### src/rtl/instruction_fetch_controller.sv
// Instruction fetch controller: issues one read-address/read-data transaction per fetch request.
// Latency: 3 cycles from request to inst_valid with immediate arready and rvalid.
// Backpressure: arvalid holds until arready; rready holds in DATA/DROP until rvalid; pipe_stall only blocks new issue.
module instruction_fetch_controller #(
  parameter int                   DATA_SIZE = 32,
  parameter int                   ADDR_SIZE = 32,
  parameter logic [DATA_SIZE-1:0] NOP_INST  = 32'h00000013
) (
  input  logic                 clk,
  input  logic                 rst,
  input  logic [ADDR_SIZE-1:0] pc,
  input  logic                 fetch_req,
  input  logic                 flush,
  input  logic                 pipe_stall,
  output logic [ADDR_SIZE-1:0] araddr,
  output logic                 arvalid,
  input  logic                 arready,
  input  logic [DATA_SIZE-1:0] rdata,
  input  logic                 rvalid,
  output logic                 rready,
  output logic [DATA_SIZE-1:0] instruction,
  output logic [DATA_SIZE-1:0] past_instruction,
  output logic                 bus_stall,
  output logic                 inst_valid
);

  typedef enum logic [1:0] {IDLE, ADDR, DATA, DROP} state_t;

  state_t state, state_next;
  logic   flush_pending;
  logic   issue;   // start a new transaction this cycle
  logic   accept;  // returned data is taken as the new instruction

  assign bus_stall = (state != IDLE);

  // State register
  always_ff @(posedge clk or posedge rst) begin
    if (rst) state <= IDLE;
    else     state <= state_next;
  end

  // Next-state and handshake outputs
  always_comb begin
    state_next = state;
    arvalid    = 1'b0;
    rready     = 1'b0;
    issue      = 1'b0;
    accept     = 1'b0;
    case (state)
      IDLE: begin
        if (fetch_req && !pipe_stall && !flush) begin
          issue      = 1'b1;
          state_next = ADDR;
        end
      end
      ADDR: begin
        arvalid = 1'b1;
        if (arready) state_next = (flush || flush_pending) ? DROP : DATA;
      end
      DATA: begin
        rready = 1'b1;
        if (rvalid) begin
          // A flush in the same cycle as the data kills it.
          accept     = !flush;
          state_next = IDLE;
        end else if (flush) begin
          state_next = DROP;
        end
      end
      DROP: begin
        rready = 1'b1;
        if (rvalid) state_next = IDLE;
      end
      default: state_next = IDLE;
    endcase
  end

  // Remember a flush seen while the address is still waiting for arready
  always_ff @(posedge clk or posedge rst) begin
    if (rst)                                       flush_pending <= 1'b0;
    else if (state_next == IDLE)                   flush_pending <= 1'b0;
    else if (state == ADDR && flush && !arready)   flush_pending <= 1'b1;
  end

  // Capture the fetch address at issue; it stays stable through the handshake
  always_ff @(posedge clk or posedge rst) begin
    if (rst)        araddr <= '0;
    else if (issue) araddr <= pc;
  end

  // Accepted instruction and its one-cycle valid pulse
  always_ff @(posedge clk or posedge rst) begin
    if (rst) begin
      instruction <= NOP_INST;
      inst_valid  <= 1'b0;
    end else begin
      inst_valid <= accept;
      if (accept) instruction <= rdata;
    end
  end

  // Decode-stage copy advances only when neither the pipe nor the bus is stalled
  always_ff @(posedge clk or posedge rst) begin
    if (rst)                          past_instruction <= NOP_INST;
    else if (!pipe_stall && !bus_stall) past_instruction <= instruction;
  end

endmodule

### config.mk
export PLATFORM = sky130hd
export DESIGN_NAME = instruction_fetch_controller
export DESIGN_NICKNAME = d
export VERILOG_FILES = /design/src/rtl/instruction_fetch_controller.sv
export SDC_FILE = /design/constraint.sdc
export NUM_CORES = 1
export LEC_CHECK = 0
export CAP_MARGIN = 10
export CORE_ASPECT_RATIO = 1.75
export CORE_MARGIN = 4
export CORE_UTILIZATION = 41
export DETAILED_ROUTE_END_ITERATION = 6
export PLACE_DENSITY_LB_ADDON = 0.05
export SLEW_MARGIN = 25
export SYNTH_ARGS = -nofsm -noshare
export SYNTH_HDL_FRONTEND = slang
export SYNTH_SLANG_ARGS = --single-unit
### constraint.sdc
create_clock -name clk -period 3.5 [get_ports clk]
set_clock_uncertainty 0.15 [all_clocks]
set_input_delay 0.35 -clock clk [delete_from_list [all_inputs] [get_ports clk]]
set_output_delay 0.35 -clock clk [all_outputs]
set_load 0.02 [all_outputs]
# Yosys cells after proc, flatten, opt, wreduce, memory -nomap -nowiden
# Cells that the tools add are included.
totals:
  ff_bits: 100
  inputBits: 71
  out_inout_bits: 100
  word_cells: 39
classes:
  eq_ne: 3
  n_mux: 15
  reduce_logical: 15
ops:
  columns: ["op", "n"]
  rows:
  - ["2-bit two-way mux", 5]
  - ["1-bit two-way mux", 9]
  - ["2-bit case mux with 4 select lines", 1]
  - ["1-bit logical AND", 5]
  - ["2-bit == test (second input constant)", 2]
  - ["1-bit zero test", 4]
  - ["2-bit zero test", 2]
  - ["2-bit nonzero test", 2]
  - ["2-bit by 1-bit == test with 1-bit output (second input constant)", 1]
  - ["2-bit OR reduction", 1]
  - ["1-bit logical OR", 1]

# Depth between registers and ports, before layout
# Gate-level depths: netlist (run 1).
logic_depth:
  depth_word: 7
  mapped_depth: 4
  mapped_depth_nobuf: 3

# Worst setup path before layout (run 1)
# Ideal clock, no wire load.
synth_path:
  path_kind: "register to register"
  start: "reg state[1]"
  end: "reg araddr[0]"
  setup_time_ps: 128
  arrival_ps: 1395
  required_time_ps: 3222
  slack_ps: 1827
  path_stages_with_launch: 5
  path_buffers: 1
  synth_period_minus_slack_ps: 1673
  path_cell_list: "dfrtp_1 nor3_4 nand3b_2 buf_2 mux2_1"
synth_between:
  elab_chain_cells: 2
synth_lines:
  columns: ["element", "line", "rtl"]
  rows:
  - ["from (decl)", "29", "state_t state, state_next;"]
  - ["from (signal assigned)", "39", "else state <= state_next;"]
  - ["2-bit zero test", "49", "case (state)"]
  - ["1-bit two-way mux", "49", null]
  - ["to (signal assigned)", "88", "else if (issue) araddr <= pc;"]
  - ["to (decl)", "15", "output logic [ADDR_SIZE-1:0] araddr,"]
# Every way passes these cells.
# A chain may end at the register's enable or synchronous reset.

# Worst setup path in the final report (run 1)
layout_path:
  start: "reg state[1]"
  end: "reg araddr[3]"
# Same word-level chain as after synthesis.

==> flow_summary.toml, run 1 <==
[setup_path]
rr_worst_depth = 3
endpoint_kind = "flip-flop"
rr_endpoint = "araddr[3]$_DFFE_PP0P_"
r2r-start = "state[1]$_DFF_PP0_"
start_kind = "flip-flop"
path_class = "flip-flop to flip-flop"
arrival_ps = 2340
required_ps = 3570
cp_max_fo = 34
ff2ff_setup_slack_ps = 1230

[logic_synthesis]
synth_top_cell_by_area = "dfrtp_1"
seq_area_frac_synth = 0.6651
synth_top_area_share = 0.6233
synthesis.area_sq_um = 3774
yosys_register_bits = 100
synth.avg_cell_area_sq_um = 17.00
synthesis.nets = 293
postSynthCellCount = 222
yosys_warnings = 0
ys_top_cells_by_area = "dfrtp_1, mux2_2, mux2_1, dfstp_2, buf_4"
ys_types = 16

[place]
dp.cells = 506
dp_hpwl_mm = 6.829
portBuffers = 170
place.gp.congestion = 0.7271
dpl_worst_slack_ps = 829.5

[cts]
clock_latency_ps = 340
cts-root-buf = "clkbuf_16"
ctsHoldBuffers = 0
path_clk_slew_ps = 70
cts_tree = "yes"
cts_resized = 0
cts.sinks = 100
ctsHtreeMaxLevel = 3
clock_path_buffers = 2
numCtsBuffers = 9
cts_post_setup_buffers_inserted = 0

[global_routing]
grt_overflow = 0
first_global_vias = 2782
grt_pass1_wl_mm = 14.54
grt_max_degree = 49
grt.total_usage = 0.1786
antenna_found_initial = 0

[drt]
vias = 2505
drc = 0
ant_nets = 0
dr.pass1.iters = 4
drt-total-wl_mm = 9.264
drtIter0Drc = 45
wire_per_inst_um = 17.75
vias_per_cell = 4.799

[timing]
slew_headroom = 0.3986
tns_ps = 0
holdWs_ps = 269.2
setup_viol = 0
tightest_slew_ps = 897.2
grt_setup_unrepaired = "no"
drv_slew = 0
post-route-min-period_ps = 2268
fmax_mhz = 441.0
period_share = 0.6479
finalWorstSetupSlack_ps = 1232
finalHoldViolations = 0

[finish]
final_cell_mix = "clkdlybuf4s50_1, dfrtp_1, mux2_2, mux2_1, clkbuf_16"
final_cell_count_no_fill = 522
final_nets = 468
final_common_cell = "clkdlybuf4s50_1"
synthToLayoutAreaGrowth_pct = 55.93
n_fill_cell = 709
seq_area_sq_um = 2510
layout-drive-gt1-share = 0.2512
multi_input_area_sq_um = 1191
diodes = 0

[floorplanning]
dieArea_sq_um = 10860
die_height_um = 134.9
initial_core_util = 0.4176
row_count = 46
pin_count = 171
coreArea_sq_um = 9036
chipWidth_um = 80.52

[run]
drv_cap = 0

[min_path]
hold_class = "input port to async pin"

[power_and_ir_drop]
p_per_area_nw_per_um2 = 994.8
leakage_nw = 2.479
peakVddDrop_mv = 0.5567

[status]
status = "completed"
## report_power, final
group          total [mW]  internal, mW  leakage [nW]  switching, mW
combinational        2.82          1.52          1.13           1.30
sequential           2.10          1.75          1.21          0.344
clock               0.940         0.522         0.142          0.418
## flip-flops by register name, summed over array words and instances (netlist names)
| register | flops |
|---|---|
| flush_pending | 1 |
| inst_valid | 1 |
| state | 2 |
| araddr | 32 |
| past_instruction | 32 |
| instruction | 32 |
## how the worst max path moves through the flow
| stage | start | endpoint | slack, ps | cells past startpoint |
|---|---|---|---|---|
| 2_1_floorplan | rst | araddr[0]$_DFFE_PP0P_ | 390 | 1 |
| 3_3_place_gp | flush | araddr[10]$_DFFE_PP0P_ | 900 | 3 |
| 3_5_place_dp | flush | araddr[3]$_DFFE_PP0P_ | 830 | 3 |
| 4_1_cts | state[1]$_DFF_PP0_ | araddr[3]$_DFFE_PP0P_ | 1170 | 3 |
| 5_1_grt | state[1]$_DFF_PP0_ | araddr[21]$_DFFE_PP0P_ | 1070 | 3 |
| 6_report | state[1]$_DFF_PP0_ | araddr[3]$_DFFE_PP0P_ | 1230 | 3 |
## cell usage after synthesis
| cell | n |
|---|---|
| o2111ai_1 | 1 |
| dfrtp_1 | 94 |
| nand2_1 | 3 |
| nor2b_1 | 1 |
| mux2_1 | 28 |
| clkbuf_1 | 1 |
| nand3b_2 | 1 |
| buf_2 | 4 |
| mux2_2 | 69 |
| buf_4 | 5 |
| or4b_2 | 1 |
| dfstp_2 | 6 |
| inv_1 | 3 |
| a31oi_1 | 2 |
| or2_2 | 1 |
| nor3_4 | 2 |
## metal layers
| layer | vias to the layer above | global-route usage | part of all wire |
|---|---|---|---|
| li1 | 1130 | - | - |
| met1 | 1260 | 0.1868 | 0.36 |
| met2 | 102 | 0.3164 | 0.54 |
| met3 | 13 | 0.06609 | 0.081 |
| met4 | 0 | 0.07237 | 0.020 |
| met5 | - | 0 | 0 |
## area by class of cell
class                      instances  share of cell area
inverter                           3            0.002339
timing repair buffer             174              0.2943
clock inverter                     5            0.005954
sequential                       100              0.4265
tap                              120             0.02552
multi-input combinational        109              0.2024
clock buffer                      11             0.04295
## cells by family (layout without fill, tap and decap cells)
kind of cell,Yosys count,in the layout,share of synthesized area
AND/OR/NAND/NOR,9,9,0.02056
multiplexers,97,97,0.2895
AO/OA/AOI/OAI,3,3,0.005636
buffers and inverters,13,193,0.01923
flip-flops,100,100,0.6651
## worst max-delay path, stage by stage, from the launching register on
cell and delay [ps]:
dfrtp_1 470, nor3_4 240, nand3b_2 680, mux2_1 600
## metrics by stage
step,instance area (sq um),util,power [mW]
2_1_floorplan,3774,-,3.508
3_3_place_gp,5597,0.6194,4.911
3_5_place_dp,5597,0.6194,4.983
4_1_cts,5884,0.6512,5.946
5_1_grt,5884,0.6512,6.180
6_report,5884,0.6512,5.854
Power figures use the tool's default switching activity.
==> inputs of run 2 (changes only) <==
==> constraint.sdc (replaced) <==
create_clock -name clk -period 2.2 [get_ports clk]
set_clock_uncertainty 0.15 [all_clocks]
set_input_delay 0.22 -clock clk [delete_from_list [all_inputs] [get_ports clk]]
set_output_delay 0.22 -clock clk [all_outputs]
set_load 0.02 [all_outputs]
==> run 2 against run 1 <==
Sequential power rose by 57%. Flip-flop and latch count did not move. Count of clock-buffer cells in the layout rose by 1. Final cell count rose by 0.77%. Power rose by 60%. First-iteration DRC count rose by 13%. Utilization rose by 0.71 points. Hold slack got worse by 170 ps. Via count fell by 0.80%. Routed wire length fell by 4.0%. Worst setup slack got worse by 1100 ps. Clock power rose by 65%. Highest routed layer unchanged.
==> flow_summary.toml, run 2 (synthesized netlist as in run 1, its figures left out) <==
[status]
status = "completed"

[finish]
layout-drive-gt1-share = 0.2537
multi_input_area_sq_um = 1191
synthToLayoutAreaGrowth_pct = 57.63
final_cell_count_no_fill = 526
seq_area_sq_um = 2510
diodes = 0
reg_top3 = "araddr (32), instruction (32), past_instruction (32)"
final_common_cell = "clkdlybuf4s50_1"
n_fill_cell = 716
final_nets = 472
final_cell_mix = "clkdlybuf4s50_1, dfrtp_1, mux2_2, mux2_1, clkbuf_16"

[floorplanning]
die_height_um = 134.9
chipWidth_um = 80.52
initial_core_util = 0.4176
coreArea_sq_um = 9036
pin_count = 171
dieArea_sq_um = 10860
row_count = 46

[timing]
setup_viol = 0
fmax_mhz = 477.9
finalHoldViolations = 0
drv_slew = 0
period_share = 0.9512
tightest_slew_ps = 418.2
slew_headroom = 0.7206
grt_setup_unrepaired = "no"
post-route-min-period_ps = 2093
tns_ps = 0

[setup_path]
critical-path-max-stage-delay_ps = 650
path_cells = "nor2b_1 > clkdlybuf4s50_1"
ff2ff_setup_slack_ps = 500
endpoint_kind = "output pin"
cp_max_fo = 6
required_ps = 1830
cp_top_family = "buffers and inverters"
path_depth = 2
cpMaxStageDelayCell = "clkdlybuf4s50_1"
r2r-start = "state[1]$_DFF_PP0_"
rr_worst_depth = 4
path_class = "flip-flop to output pin"
start_kind = "flip-flop"
path_buf_inv = 1
arrival_ps = 1720
rr_endpoint = "instruction[23]$_DFFE_PP0P_"

[drt]
wire_per_inst_um = 16.91
drt-total-wl_mm = 8.893
vias_per_cell = 4.724
vias = 2485
ant_nets = 0
drtIter0Drc = 51
drc = 0
dr.pass1.iters = 4

[global_routing]
grt_overflow = 0
antenna_found_initial = 0
first_global_vias = 2687
grt_max_degree = 58
grt_pass1_wl_mm = 13.84
grt.total_usage = 0.1698

[place]
dp_hpwl_mm = 6.696
place.gp.congestion = 0.7238
portBuffers = 170
dp.cells = 510

[cts]
path_clk_slew_ps = 70
cts-root-buf = "clkbuf_16"
cts_post_setup_buffers_inserted = 0
cts_resized = 0
ctsHtreeMaxLevel = 3
numCtsBuffers = 9
cts_tree = "yes"
clock_latency_ps = 330
ctsHoldBuffers = 0
cts.sinks = 100
clock_path_buffers = 2

[power_and_ir_drop]
peakVddDrop_mv = 0.8833
p_per_area_nw_per_um2 = 1574
leakage_nw = 2.505

[run]
drv_cap = 0

[min_path]
hold_class = "input port to async pin"
-- run 2: cell count changes in the layout (fill, tap and decap cells not counted), sizes merged --
cell,previous run,this run
buf,4,8
clkbuf,11,12
bufinv,0,1
inv,4,2
-- run 2: worst max-delay path by stage --
stage	from	to
2_1_floorplan	state[1]$_DFF_PP0_	araddr[0]$_DFFE_PP0P_
3_3_place_gp	flush	flush_pending$_DFFE_PP0P_
3_5_place_dp	flush	flush_pending$_DFFE_PP0P_
4_1_cts	state[0]$_DFF_PP0_	arvalid
5_1_grt	state[0]$_DFF_PP0_	arvalid
6_report	state[0]$_DFF_PP0_	arvalid
-- run 2: layer usage --
layer | share of wire | track usage | wire length, um
met1 | 0.39 | 0.1924 | 3442
met2 | 0.52 | 0.2901 | 4644
met3 | 0.072 | 0.05808 | 639
met4 | 0.019 | 0.06579 | 166
met5 | 0 | 0 | 0
-- run 2: metrics by stage --
| step | utilization | worst slack (ps) | power, mW | hold slack (ps) | instance area [sq um] |
|---|---|---|---|---|---|
| floorplan | - | 527.2 | 5.582 | 201.7 | 3777 |
| global placement | 0.6256 | 310.4 | 7.841 | 322.8 | 5653 |
| detailed placement | 0.6256 | 279.4 | 7.924 | 329.9 | 5653 |
| CTS | 0.6583 | 95.61 | 9.510 | 99.59 | 5948 |
| global route | 0.6583 | 15.52 | 9.887 | 121.6 | 5948 |
| finish | 0.6583 | 107.4 | 9.362 | 96.35 | 5948 |
-- run 2: worst register-to-register path: cells and delay by family, from the launching register on --
kind	cells	cell delay, ps
buffers and inverters	1	240
and+or+nand+nor	2	360
muxes	1	350
DFF	1	490
-- run 2: area by class of cell --
| type | count | area share |
|---|---|---|
| sequential | 100 | 0.4220 |
| timing repair buffer | 178 | 0.3004 |
| multi-input combinational | 109 | 0.2003 |
| clock buffer | 12 | 0.04144 |
| tap | 120 | 0.02524 |
| clock inverter | 4 | 0.008204 |
| inverter | 3 | 0.002524 |
-- run 2: power by group --
group,leakage [nW],internal [mW],switching [mW]
Combinational,1.15,2.44,2.07
Sequential,1.21,2.79,0.517
Clock,0.147,0.912,0.637
Total,2.51,6.14,3.22
==> inputs of run 3 (changes only) <==
--- a/config.mk
+++ b/config.mk
@@ -6,9 +6,11 @@
 export NUM_CORES = 1
 export LEC_CHECK = 0
 export CAP_MARGIN = 10
+export CELL_PAD_IN_SITES_DETAIL_PLACEMENT = 1
+export CELL_PAD_IN_SITES_GLOBAL_PLACEMENT = 1
 export CORE_ASPECT_RATIO = 1.75
 export CORE_MARGIN = 4
-export CORE_UTILIZATION = 41
+export CORE_UTILIZATION = 33
 export DETAILED_ROUTE_END_ITERATION = 6
 export PLACE_DENSITY_LB_ADDON = 0.05
 export SLEW_MARGIN = 25
==> run 3 against run 2 <==
Hold slack improved by 140 ps. Power rose by 1.4%. Critical endpoint unchanged. Register-to-register slack got worse by 140 ps. Critical path depth did not move. First-iteration DRC count rose by 16%. Utilization fell by 12 points.
==> flow_summary.toml, run 3 (synthesized netlist as in run 1, its figures left out) <==
[status]
status = "completed"

[global_routing]
first_global_vias = 2801
antenna_found_initial = 0
grt_max_degree = 101
grt_pass1_wl_mm = 15.33
grt_overflow = 0
grt.total_usage = 0.1544

[finish]
seq_area_sq_um = 2510
diodes = 0
finalInstanceArea_sq_um = 5976
layout-drive-gt1-share = 0.2481
final_cell_mix = "clkdlybuf4s50_1, dfrtp_1, mux2_2, mux2_1, clkbuf_16"
reg_top3 = "araddr (32), instruction (32), past_instruction (32)"
final_cell_count_no_fill = 535
final_common_cell = "clkdlybuf4s50_1"
synthToLayoutAreaGrowth_pct = 58.36
n_fill_cell = 1082
multi_input_area_sq_um = 1191
final_nets = 469
post-route-util = 0.5351

[timing]
grt_setup_unrepaired = "no"
slew_headroom = 0.6350
finalHoldViolations = 0
post-route-min-period_ps = 2099
setup_viol = 0
tns_ps = 0
holdWs_ps = 233.0
finalWorstSetupSlack_ps = 101.1
tightest_slew_ps = 547.5
drv_slew = 0
fmax_mhz = 476.4
period_share = 0.9540

[power_and_ir_drop]
p_total_mw = 9.496
p_per_area_nw_per_um2 = 1589
power_frac_comb = 0.480
peakVddDrop_mv = 0.7681
p_int_mw = 6.182
p_sw_mw = 3.314
clock_power_share = 0.170
seqPwrFrac = 0.350
swShare = 0.3490
leakage_nw = 2.496

[cts]
numCtsBuffers = 9
cts.sinks = 100
cts-root-buf = "clkbuf_16"
clock_path_buffers = 2
ctsHtreeMaxLevel = 3
cts_resized = 0
cts_post_setup_buffers_inserted = 0
ctsHoldBuffers = 0
path_clk_slew_ps = 60
clock_latency_ps = 330
cts_tree = "yes"

[floorplanning]
die_height_um = 149.5
chipWidth_um = 88.84
pin_count = 171
initial_core_util = 0.3379
coreArea_sq_um = 11170
row_count = 51
dieArea_sq_um = 13280

[drt]
wire_per_inst_um = 18.62
drt-total-wl_mm = 9.963
vias_per_cell = 4.669
drc = 0
vias = 2498
ant_nets = 0
dr.pass1.iters = 3
drtIter0Drc = 59

[place]
dpl_worst_slack_ps = 196.6
portBuffers = 170
dp_hpwl_mm = 7.219
dpl_cell_area_sq_um = 5670
dp.cells = 519
place.gp.congestion = 0.7220

[setup_path]
start_kind = "flip-flop"
endpoint_kind = "output pin"
arrival_ps = 1730
cp_max_fo = 6
required_ps = 1830
path_class = "flip-flop to output pin"

[min_path]
hold_class = "input port to async pin"

[run]
drv_cap = 0
## run 3: cell count changes in the layout (fill, tap and decap cells not counted)
cell	delta
buf_12	+2
buf_4	-5
clkbuf_8	+1
clkinv_2	-2
clkinv_4	-1
clkinvlp_4	+2
## run 3: layout make-up
class                   count  area share
well taps                 132     0.02764
multi-input cells         109      0.1993
clock inverters             3    0.007538
repair buffers            175      0.2994
inverters                   3    0.002513
clock buffers              13     0.04355
flip-flops and latches    100      0.4200
## run 3: critical path, stage by stage, from the launching register on
cell and delay [ps]:
dfrtp_1 520, nor2b_1 230, clkdlybuf4s50_1 650
## run 3: worst paths after layout
path	startpoint	to	slack [ps]	cells past startpoint
max in group asynchronous	rst	instruction[18]$_DFFE_PP0P_	1240	3
min in group clk	pc[18]	araddr[18]$_DFFE_PP0P_	320	2
setup reg to reg	state[1]$_DFF_PP0_	araddr[20]$_DFFE_PP0P_	360	4
hold reg to reg	araddr[0]$_DFFE_PP0P_	araddr[0]$_DFFE_PP0P_	340	1
hold / removal	rst	instruction[23]$_DFFE_PP0P_	230	3
setup / recovery	state[0]$_DFF_PP0_	arvalid	100	2
## run 3: power groups by stage
stage | sequential (mW) | clock [mW] | combinational [mW]
5_1_grt | 3.46 | 1.75 | 4.84
3_3_place_gp | 3.34 | 0 | 4.57
4_1_cts | 3.35 | 1.67 | 4.65
2_1_floorplan | 4.40 | 0 | 1.18
6_report | 3.33 | 1.61 | 4.56
3_5_place_dp | 3.37 | 0 | 4.63
## run 3: layer usage
metal	vias to the layer above	global-route usage	wire length, um
met5	-	0	0
li1	1131	-	-
met4	0	0.05522	148
met2	97	0.2675	5409
met1	1260	0.1707	3523
met3	10	0.05455	881
